$ cat config.mk
export PLATFORM = sky130hd
export DESIGN_NAME = mdio_master
export DESIGN_NICKNAME = d
export VERILOG_FILES = /design/src/rtl/mdio_master.sv
export SDC_FILE = /design/constraint.sdc
export NUM_CORES = 1
export LEC_CHECK = 0
export ABC_CLOCK_PERIOD_IN_PS = 2090
export CAP_MARGIN = 10
export CELL_PAD_IN_SITES_DETAIL_PLACEMENT = 1
export CELL_PAD_IN_SITES_GLOBAL_PLACEMENT = 1
export CORE_AREA = 5 5 116 118
export CTS_BUF_LIST = sky130_fd_sc_hd__clkbuf_4
export CTS_CLUSTER_DIAMETER = 50
export CTS_CLUSTER_SIZE = 40
export DETAILED_ROUTE_END_ITERATION = 12
export DIE_AREA = 0 0 121 123
export PLACE_DENSITY = 0.85
export SLEW_MARGIN = 0
export SYNTH_ARGS = -nofsm -noshare
export SYNTH_HDL_FRONTEND = slang
export SYNTH_SLANG_ARGS = --single-unit
$ cat constraint.sdc
create_clock -name clk -period 2.09 [get_ports clk]
set_clock_uncertainty 0.2 [all_clocks]
set_input_delay 0.627 -clock clk [delete_from_list [all_inputs] [get_ports clk]]
set_output_delay 0.627 -clock clk [all_outputs]
set_load 0.02 [all_outputs]
$ cat src/rtl/mdio_master.sv
// Clause-22 MDIO initiator: turns one accepted command into a 64-bit read or write frame
// on MDC/MDIO and returns read data plus a turnaround-error flag on a one-cycle strobe.
module mdio_master #(
  parameter int unsigned CLK_DIV = 10
) (
  input  logic        clk,
  input  logic        rst_n,
  input  logic        cmd_valid,
  output logic        cmd_ready,
  input  logic        cmd_write,
  input  logic [4:0]  cmd_phy_addr,
  input  logic [4:0]  cmd_reg_addr,
  input  logic [15:0] cmd_wdata,
  output logic        rsp_valid,
  output logic [15:0] rsp_rdata,
  output logic        rsp_err,
  output logic        mdc,
  output logic        mdio_o,
  output logic        mdio_oen,
  input  logic        mdio_i
);

  localparam int unsigned DivW = $clog2(CLK_DIV);
  localparam logic [DivW-1:0] DivLast = DivW'(CLK_DIV - 1);

  localparam logic [1:0] StIdle  = 2'd0;
  localparam logic [1:0] StFrame = 2'd1;
  localparam logic [1:0] StDone  = 2'd2;

  logic [1:0]      state_q;
  logic [DivW-1:0] div_q;
  logic [5:0]      bit_q;
  logic            high_q;
  logic            first_q;
  logic            write_q;
  logic [63:0]     shift_q;
  logic [15:0]     rd_q;
  logic            ta_q;
  logic            mdc_q;
  logic            mdio_o_q;
  logic            mdio_oen_q;
  logic            rsp_valid_q;
  logic [15:0]     rsp_rdata_q;
  logic            rsp_err_q;

  logic       tick;
  logic       rise;
  logic       fall;
  logic       last;
  logic [5:0] next_bit;

  // first_q marks a virtual high phase so bit 0 starts one cycle after accept.
  always_comb begin
    tick     = (state_q == StFrame) && (div_q == DivLast);
    rise     = tick && !high_q;
    fall     = tick && high_q;
    last     = fall && !first_q && (bit_q == 6'd63);
    next_bit = first_q ? 6'd0 : bit_q + 6'd1;
  end

  always_ff @(posedge clk) begin
    if (!rst_n) begin
      state_q     <= StIdle;
      div_q       <= '0;
      bit_q       <= '0;
      high_q      <= 1'b0;
      first_q     <= 1'b0;
      write_q     <= 1'b0;
      shift_q     <= '0;
      rd_q        <= '0;
      ta_q        <= 1'b0;
      mdc_q       <= 1'b0;
      mdio_o_q    <= 1'b1;
      mdio_oen_q  <= 1'b1;
      rsp_valid_q <= 1'b0;
      rsp_rdata_q <= '0;
      rsp_err_q   <= 1'b0;
    end else begin
      rsp_valid_q <= 1'b0;
      unique case (state_q)
        StIdle: begin
          if (cmd_valid) begin
            state_q <= StFrame;
            div_q   <= DivLast;
            high_q  <= 1'b1;
            first_q <= 1'b1;
            bit_q   <= '0;
            write_q <= cmd_write;
            // Read frames carry ones in TA/data; those bits are released, not driven.
            shift_q <= {32'hFFFF_FFFF, 2'b01, cmd_write ? 2'b01 : 2'b10, cmd_phy_addr,
                        cmd_reg_addr, cmd_write ? 2'b10 : 2'b11,
                        cmd_write ? cmd_wdata : 16'hFFFF};
          end
        end
        StFrame: begin
          div_q <= tick ? '0 : div_q + DivW'(1);
          if (rise) begin
            mdc_q  <= 1'b1;
            high_q <= 1'b1;
            if (!write_q && (bit_q == 6'd47)) ta_q <= mdio_i;
            if (!write_q && (bit_q >= 6'd48)) rd_q <= {rd_q[14:0], mdio_i};
          end
          if (fall && !last) begin
            mdc_q      <= 1'b0;
            high_q     <= 1'b0;
            first_q    <= 1'b0;
            bit_q      <= next_bit;
            mdio_o_q   <= shift_q[63];
            shift_q    <= {shift_q[62:0], 1'b1};
            mdio_oen_q <= !write_q && (next_bit >= 6'd46);
          end
          if (last) begin
            state_q     <= StDone;
            mdc_q       <= 1'b0;
            mdio_o_q    <= 1'b1;
            mdio_oen_q  <= 1'b1;
            rsp_valid_q <= 1'b1;
            rsp_rdata_q <= write_q ? 16'h0000 : rd_q;
            rsp_err_q   <= write_q ? 1'b0 : ta_q;
          end
        end
        StDone: state_q <= StIdle;
        default: state_q <= StIdle;
      endcase
    end
  end

  assign cmd_ready = (state_q == StIdle);
  assign rsp_valid = rsp_valid_q;
  assign rsp_rdata = rsp_rdata_q;
  assign rsp_err   = rsp_err_q;
  assign mdc       = mdc_q;
  assign mdio_o    = mdio_o_q;
  assign mdio_oen  = mdio_oen_q;

endmodule
==> results of run 1 <==
## worst paths after layout
| check | end | slack, ns | depth (start not counted) |
|---|---|---|---|
| setup / recovery | rsp_rdata[4] | 0.05 | 1 |
| hold / removal | rsp_rdata[12] | 0.26 | 2 |
| setup reg to reg | shift_q[2] | 0.08 | 7 |
| hold reg to reg | rsp_rdata[12] | 0.26 | 2 |
## where the power goes
part           switching, W  leakage [nW]  internal (W)
clock network      0.000922         0.138      0.000711
logic              0.000249          1.09      0.000253
registers         0.0000755         0.960       0.00235
total               0.00125          2.19       0.00331
## worst reg2reg max path: cells and delay by family, from the launching register on
family,cells,cell delay [ns]
fa+ha+maj,1,0.21
flops,1,0.38
simple gates,2,0.46
compound gates,1,0.19
buf+inv,2,0.26
mux,1,0.24
## metal layers
metal | share of wire, % | global-route usage, %
met2 | 50 | 31.0
met4 | 2.2 | 6.66
met3 | 4.0 | 4.16
met5 | 0 | 0
met1 | 44 | 22.7
## state kept, by name, indices dropped and copies added, names as in the netlist, 2 cells and up
name	count
div_q	4
bit_q	6
state_q	2
rd_q	16
rsp_rdata	16
shift_q	64
## final cells by class
cell class,count,area [µm²]
diodes,1,2.50
clock buffers,17,128
clock inverters,15,155
fillers,1392,6380
inverters,3,11.3
multi-input cells,344,2330
flip-flops and latches,117,2340
well taps,172,215
repair buffers,87,798
## stage by stage
stage | cell area [µm²] | cells | worst slack, ns | power (W) | hold slack (ns)
2_1_floorplan | 4920 | 514 | 0.0975 | 0.00277 | 0.232
3_5_place_dp | 5690 | 721 | -0.436 | 0.00296 | 0.250
3_3_place_gp | 5690 | 721 | -0.404 | 0.00292 | 0.241
4_1_cts | 5960 | 753 | 0.00128 | 0.00458 | 0.263
5_1_grt | 5980 | 756 | -0.0158 | 0.00475 | 0.288
6_report | 5980 | 756 | 0.0493 | 0.00456 | 0.259
## what timing repair did
item | 4_1_cts | 5_1_grt
buffers inserted | 0 | 2
hold buffers | 0 | 0
pin swaps | 0 | 1
resized for setup | 39 | 31
setup endpoints to repair | 75 | 95
## cell families (layout without fill, tap and decap cells)
| group | after synthesis | in the layout | synth area share, % |
|---|---|---|---|
| AO/OA/AOI/OAI | 136 | 136 | 21.6 |
| XOR/XNOR | 6 | 6 | 1.07 |
| adder cells (fa/ha/maj) | 3 | 3 | 0.762 |
| buffers and inverters | 53 | 122 | 5.92 |
| flip-flops | 117 | 117 | 47.6 |
| multiplexers | 19 | 19 | 3.86 |
| other | 0 | 1 | 0 |
| AND/OR/NAND/NOR | 180 | 180 | 19.2 |
## placed cells by master (no fill, tap or decap), types with 11 or more instances in the layout
cell / Yosys / final
dfxtp_1: 117 / 115
mux2i_1: 19 / 19
o221a_2: 33 / 33
a211oi_1: 11 / 11
nand3b_1: 33 / 33
clkdlybuf4s50_1: 0 / 29
o211ai_1: 18 / 18
a21oi_1: 40 / 39
nand2_1: 95 / 94
clkdlybuf4s15_1: 0 / 11
nor2_1: 15 / 14
buf_4: 2 / 30
clkbuf_4: 0 / 17
==> results_dict.tcl, run 1 <==
set metrics [dict create \
    status "complete, no violations" \
    synth_top_area_share_pct 47.6 \
    post_drt_wl_per_cell_um 17.5 \
    cpMaxStageDelayCell "dfxtp_1" \
    power.density_nw_per_um2 762 \
    io_buffers 52 \
    hold_violations 0 \
    synth_common_cells "117 x dfxtp_1, 95 x nand2_1, 40 x a21oi_1" \
    ctsRootBufferMaster "clkbuf_4" \
    chipHeight_um 123 \
    synth_area_leaders "dfxtp_1 48%, o221a_2 7.5%, nand2_1 7.2%" \
    period_share_pct 97.6 \
    first_pass_iters 4 \
    grtUsageTotal_pct 18.2 \
    cts_tree "done" \
    grt_pass1_vias 4405 \
    path_buf_inv 1 \
    drcViolationCount 0 \
    grt_overflow_total 0 \
    area_delta_synth_final_pct 21.5 \
    start_util_pct 39.8 \
    timing.setup.critical_path_class "flip-flop to output pin" \
    fin_util_pct 48.4 \
    hp-start "rsp_rdata[12]" \
    clockBufferDepth 2 \
    clk_pin_slew_ns 0.11 \
    grt_start_max_net_pins 80 \
    seq_area_frac_synth_pct 47.6 \
    place_hpwl_um 8870 \
    core_um2 12400 \
    drv_slew 0 \
    antenna_found_initial 1 \
    vias 4165 \
    cp-start-kind "flip-flop" \
    tns_ns 0 \
    synth_flop_cell "dfxtp_1" \
    synth_cells 514 \
    synth_warnings 0 \
    cp.required_ns 1.26 \
    cts_buffers 17 \
    layout-drive-gt1-share_pct 22.8 \
    synth_largest_area_cell "dfxtp_1" \
    synth_enable_flop_cells 0 \
    final_antenna_net_count 0 \
    die_w_um 121 \
    syn-num-nets 548 \
    end_kind "output pin" \
    ir_worst_vdd_v 0.000299 \
    ys_seq_elements 117 \
    max_freq_mhz 490 \
    drt-initial-drc-count 251 \
    synth_most_common_cell "dfxtp_1" \
    maxCapViolCount 0 \
    finalCriticalPeriod_ns 2.04 \
    h-tree-depth 4 \
    finalSetupViolCount 0 \
    clock_sinks 117 \
    worstSetupStartpoint "rsp_rdata[4]" \
    place_congestion 0.796 \
    die_area_um2 14900 \
    r2r_start "div_q[1]" \
    synth.distinct_cells 57 \
    grt_pass1_wl_um 21800 \
    worstPathMaxFanout 2 \
    hold_path_class "flip-flop to flip-flop" \
    slew-limit-headroom_pct 65.8 \
    io-pin-count 53 \
    cpLargestDelayFamily "flip-flops" \
    ys_async_sr_fraction_pct 0 \
    slowest_delay_ns 0.36 \
    arrival_ns 1.21 \
    path_cells "clkdlybuf4s15_1" \
    wl_um 13200 \
    synth_area_um2 4920 \
    clock_latency_ns 0.55 \
    p_leak_nw 2.19 \
    num_rows 41 \
    worst_pin_slew_ns 0.506 \
    avgSynthCellArea_um2 9.58 \
    vias_per_cell 5.51 \
    nets 604 \
]
Power figures use the tool's default switching activity.
==> inputs of run 2 (changes only) <==
--- a/config.mk
+++ b/config.mk
@@ -16,6 +16,7 @@
 export DETAILED_ROUTE_END_ITERATION = 12
 export DIE_AREA = 0 0 121 123
 export PLACE_DENSITY = 0.85
+export REMOVE_ABC_BUFFERS = 1
 export SLEW_MARGIN = 0
 export SYNTH_ARGS = -nofsm -noshare
 export SYNTH_HDL_FRONTEND = slang
==> results_dict.tcl, run 2 (synthesis gave the netlist of run 1 again) <==
set metrics [dict create \
    place_congestion 0.807 \
    drv_slew 0 \
    io_buffers 52 \
    die_w_um 121 \
    cts_setup_buffers 0 \
    chipHeight_um 123 \
    grt_pass1_vias 4273 \
    worstPathMaxFanout 2 \
    num_rows 41 \
    start_util_pct 39.8 \
    final_common_cell "dfxtp_1" \
    holdWs_ns 0.257 \
    layout_common_cells "115 x dfxtp_1, 94 x nand2_1, 40 x a21oi_1" \
    arrival_ns 1.18 \
    fin_util_pct 48.3 \
    cts_hold_buffers 0 \
    nets 602 \
    tns_ns 0 \
    finalSetupViolCount 0 \
    slew-limit-headroom_pct 71.8 \
    hold_violations 0 \
    cts_tree "done" \
    ir_worst_vdd_v 0.000487 \
    p_leak_nw 2.20 \
    period_share_pct 96.0 \
    wl_um 12100 \
    largest_register_ffs 64 \
    die_area_um2 14900 \
    hold_path_class "flip-flop to flip-flop" \
    grtUsageTotal_pct 17.0 \
    vias 4012 \
    drt-initial-drc-count 168 \
    vias_per_cell 5.34 \
    ctsRootBufferMaster "clkbuf_4" \
    area_delta_synth_final_pct 21.2 \
    final_area_um2 5970 \
    grt_pass1_wl_um 20400 \
    grt_start_max_net_pins 52 \
    final_antenna_net_count 0 \
    antenna_found_initial 0 \
    core_um2 12400 \
    clock_sinks 117 \
    finalCriticalPeriod_ns 2.01 \
    placed_area_um2 5670 \
    first_pass_iters 4 \
    grt_overflow_total 0 \
    maxCapViolCount 0 \
    cts_buffers 17 \
    max_freq_mhz 498 \
    post_drt_wl_per_cell_um 16.1 \
    end_kind "output pin" \
    timing.setup.critical_path_class "flip-flop to output pin" \
    diodes 0 \
    layout-drive-gt1-share_pct 21.2 \
    clock_latency_ns 0.51 \
    rsz0062_at_grt "false" \
    status "complete, no violations" \
    path_buf_inv 1 \
    path_cells "clkdlybuf4s15_1" \
    power.density_nw_per_um2 768 \
    place_hpwl_um 8140 \
    cp.required_ns 1.26 \
    drcViolationCount 0 \
    max_flop_register "shift_q" \
    io-pin-count 53 \
    clockBufferDepth 2 \
    cpMaxStageDelayCell "dfxtp_1" \
    h-tree-depth 4 \
    slowest_delay_ns 0.36 \
    clk_pin_slew_ns 0.10 \
    cp-start-kind "flip-flop" \
    cpLargestDelayFamily "flip-flops" \
    worst_pin_slew_ns 0.417 \
]
-- run 2: changes by cell type in the layout (fill, tap and decap cells not counted), sizes merged --
cell	change
dlygate4sd2	+2
clkdlybuf4s15	+1
diode	-1
clkbuf	+1
bufinv	+1
buf	-3
inv	-3
clkinvlp	-2
-- run 2: per-layer routing --
metal	global-route usage, %	up-vias	share of wire (%)
li1	-	1994	-
met1	19.8	1934	44
met2	29.9	70	51
met3	5.44	14	4.3
met4	5.10	0	0.99
met5	0	-	0
-- run 2: through the flow --
| step | cells | power [W] | setup slack [ns] |
|---|---|---|---|
| after detailed placement | 720 | 0.00295 | -0.354 |
| after global placement | 720 | 0.00291 | -0.310 |
| final | 752 | 0.00459 | 0.0840 |
| after CTS | 751 | 0.00462 | 0.00583 |
| after global routing | 752 | 0.00481 | 0.000208 |
| after floorplan | 464 | 0.00272 | -0.467 |
-- run 2: worst paths after layout --
check / startpoint / endpoint / depth (start not counted) / slack [ns]
worst max-delay path: mdc / mdc / 1 / 0.08
worst min-delay path: rsp_rdata[6] / rsp_rdata[6] / 2 / 0.26
worst max register to register: bit_q[0] / shift_q[4] / 6 / 0.13
worst min register to register: rsp_rdata[6] / rsp_rdata[6] / 2 / 0.26
-- run 2: final cells by class --
class / count / area (µm²)
well taps: 172 / 215
clock inverters: 11 / 135
clock buffers: 20 / 150
inverters: 3 / 11.3
multi-input cells: 344 / 2310
repair buffers: 85 / 800
fillers: 1368 / 6390
flip-flops and latches: 117 / 2340
-- run 2: repair_timing --
action | CTS | global route
pin swaps | 0 | 1
gates cloned | 0 | 1
gates resized for setup | 33 | 28
endpoints found under the hold margin | 0 | 0
endpoints found under the setup margin | 62 | 90
-- run 2: power by group --
part	internal [W]	switching (W)	total [W]
Combinational	0.000252	0.000237	0.000489
Clock	0.000848	0.000831	0.00168
Sequential	0.00235	0.0000722	0.00242
==> inputs of run 3 (changes only) <==
==> constraint.sdc (replaced) <==
create_clock -name clk -period 2.09 [get_ports clk]
set_clock_uncertainty 0.2 [all_clocks]
set_input_delay 0.418 -clock clk [delete_from_list [all_inputs] [get_ports clk]]
set_output_delay 0.418 -clock clk [all_outputs]
set_load 0.02 [all_outputs]
==> results_dict.tcl, run 3 (synthesis gave the netlist of run 1 again) <==
set metrics [dict create \
    cpMaxStageDelayCell "dfxtp_2" \
    hold_violations 0 \
    hold_path_class "input port to flip-flop" \
    r2r_end "shift_q[13]" \
    layout-drive-gt1-share_pct 20.2 \
    die_area_um2 14900 \
    r2r_cells 7 \
    period_share_pct 97.9 \
    tns_ns 0 \
    arrival_ns 2.30 \
    multiInputGateArea_um2 2320 \
    cts_setup_buffers 0 \
    clk_pin_slew_ns 0.10 \
    post_drt_wl_per_cell_um 16.3 \
    cts_buffers 17 \
    grt_overflow_total 0 \
    clockBufferDepth 2 \
    slew-limit-headroom_pct 65.2 \
    maxCapViolCount 0 \
    antenna_found_initial 0 \
    worstSetupStartpoint "div_q[1]" \
    regArea_um2 2350 \
    area_delta_synth_final_pct 21.4 \
    switching_share_pct 25.3 \
    place_congestion 0.775 \
    chipHeight_um 123 \
    place_hpwl_um 7920 \
    grt_start_max_net_pins 63 \
    holdWs_ns 0.180 \
    vias_per_cell 5.37 \
    io-pin-count 53 \
    layout_common_cells "113 x dfxtp_1, 95 x nand2_1, 40 x a21oi_1" \
    first_pass_iters 6 \
    ir_worst_vdd_v 0.000393 \
    nets 601 \
    endpoint "shift_q[13]" \
    final_antenna_net_count 0 \
    combPwrFrac_pct 10.7 \
    cpLargestDelayFamily "simple AND/OR/NAND/NOR gates" \
    die_w_um 121 \
    clkPwrFrac_pct 36.5 \
    status "complete, no violations" \
    num_rows 41 \
    core_um2 12400 \
    power.density_nw_per_um2 768 \
    final_common_cell "dfxtp_1" \
    grtUsageTotal_pct 16.6 \
    cp.required_ns 2.34 \
    internal-power_w 0.00343 \
    drt-initial-drc-count 284 \
    slowest_delay_ns 0.35 \
    total_power_w 0.00459 \
    r2r_start "div_q[1]" \
    max_freq_mhz 489 \
    clock_sinks 117 \
    finalCriticalPeriod_ns 2.05 \
    wl_um 12200 \
    io_buffers 52 \
    finalSetupViolCount 0 \
    seq_power_share_pct 52.8 \
    h-tree-depth 4 \
    grt_pass1_vias 4174 \
    clock_latency_ns 0.52 \
    largest_register_ffs 64 \
    worstPathMaxFanout 7 \
    path_buf_inv 2 \
    cts_hold_buffers 0 \
    vias 4037 \
    netSwitchingPower_w 0.00116 \
    worst_pin_slew_ns 0.515 \
    end_kind "flip-flop" \
    fillers 1403 \
    path_cells "inv_1 > ha_1 > and3b_2 > and2_4 > a21oi_4 > clkbuf_16 > mux2i_1" \
    p_leak_nw 2.26 \
    cts_tree "done" \
    max_flop_register "shift_q" \
    drcViolationCount 0 \
    timing.setup.critical_path_class "flip-flop to flip-flop" \
    ctsRootBufferMaster "clkbuf_4" \
    cp-start-kind "flip-flop" \
    cp.depth 7 \
    grt_pass1_wl_um 20000 \
    drv_slew 0 \
    ff2ff_setup_slack_ns 0.04 \
    start_util_pct 39.8 \
]
## run 3: cell count changes in the layout (fill, tap and decap cells not counted), moves of 2 or more
cell | before | now
a211oi_1 | 11 | 9
a211oi_2 | 0 | 2
buf_4 | 28 | 25
clkbuf_2 | 6 | 0
clkdlybuf4s15_1 | 13 | 0
clkinv_2 | 3 | 5
dfxtp_1 | 115 | 113
dfxtp_2 | 2 | 4
dlygate4sd2_1 | 2 | 21
## run 3: power by group through the flow
stage / clock (W) / combinational (W) / sequential [W]
2_1_floorplan: 0 / 0.000265 / 0.00245
4_1_cts: 0.00171 / 0.000481 / 0.00242
3_5_place_dp: 0 / 0.000477 / 0.00247
6_report: 0.00167 / 0.000492 / 0.00242
5_1_grt: 0.00181 / 0.000536 / 0.00244
3_3_place_gp: 0 / 0.000451 / 0.00246
## run 3: area by class of cell
type,count,area share [%]
flip-flops and latches,117,39.3
multi-input cells,344,38.8
repair buffers,84,13.5
well taps,172,3.60
clock buffers,19,2.39
clock inverters,12,2.30
inverters,3,0.188
diodes,1,0.0418
## run 3: worst min-delay path by stage
stage | from | endpoint | slack, ns | cells after the start
CTS | rst_n | bit_q[3] | 0.13 | 3
finish | rst_n | bit_q[3] | 0.18 | 3
detailed placement | rsp_rdata[3] | rsp_rdata[3] | 0.25 | 2
global placement | rsp_rdata[1] | rsp_rdata[1] | 0.24 | 2
global route | rst_n | bit_q[3] | 0.15 | 3
floorplan | rd_q[15] | rd_q[15] | 0.23 | 2
## run 3: worst min-delay path, stage by stage
cell     delay [ns]
buf_2          0.14
inv_1          0.16
a21oi_1        0.15
## run 3: through the flow
step	cell area, µm²	util, %	worst slack, ns	instances
final	5980	48.4	0.0445	752
after global routing	5980	48.3	-0.0593	751
after CTS	5920	47.9	0.0227	750
after detailed placement	5660	45.8	-0.137	719
after global placement	5660	45.8	-0.118	719
after floorplan	4640	-	-0.467	464
## run 3: routing by layer
metal	vias up	global-route usage (%)	wire length, µm
met2	86	29.3	6170
met1	1946	19.5	5400
li1	1988	-	-
met5	-	0	0
met4	0	4.96	165
met3	17	4.99	490
## run 3: timing repair
item,in CTS,in global routing
hold endpoints to repair,0,0
gates cloned,0,1
gates resized for setup,26,10
endpoints found under the setup margin,54,57
pin swaps,0,1
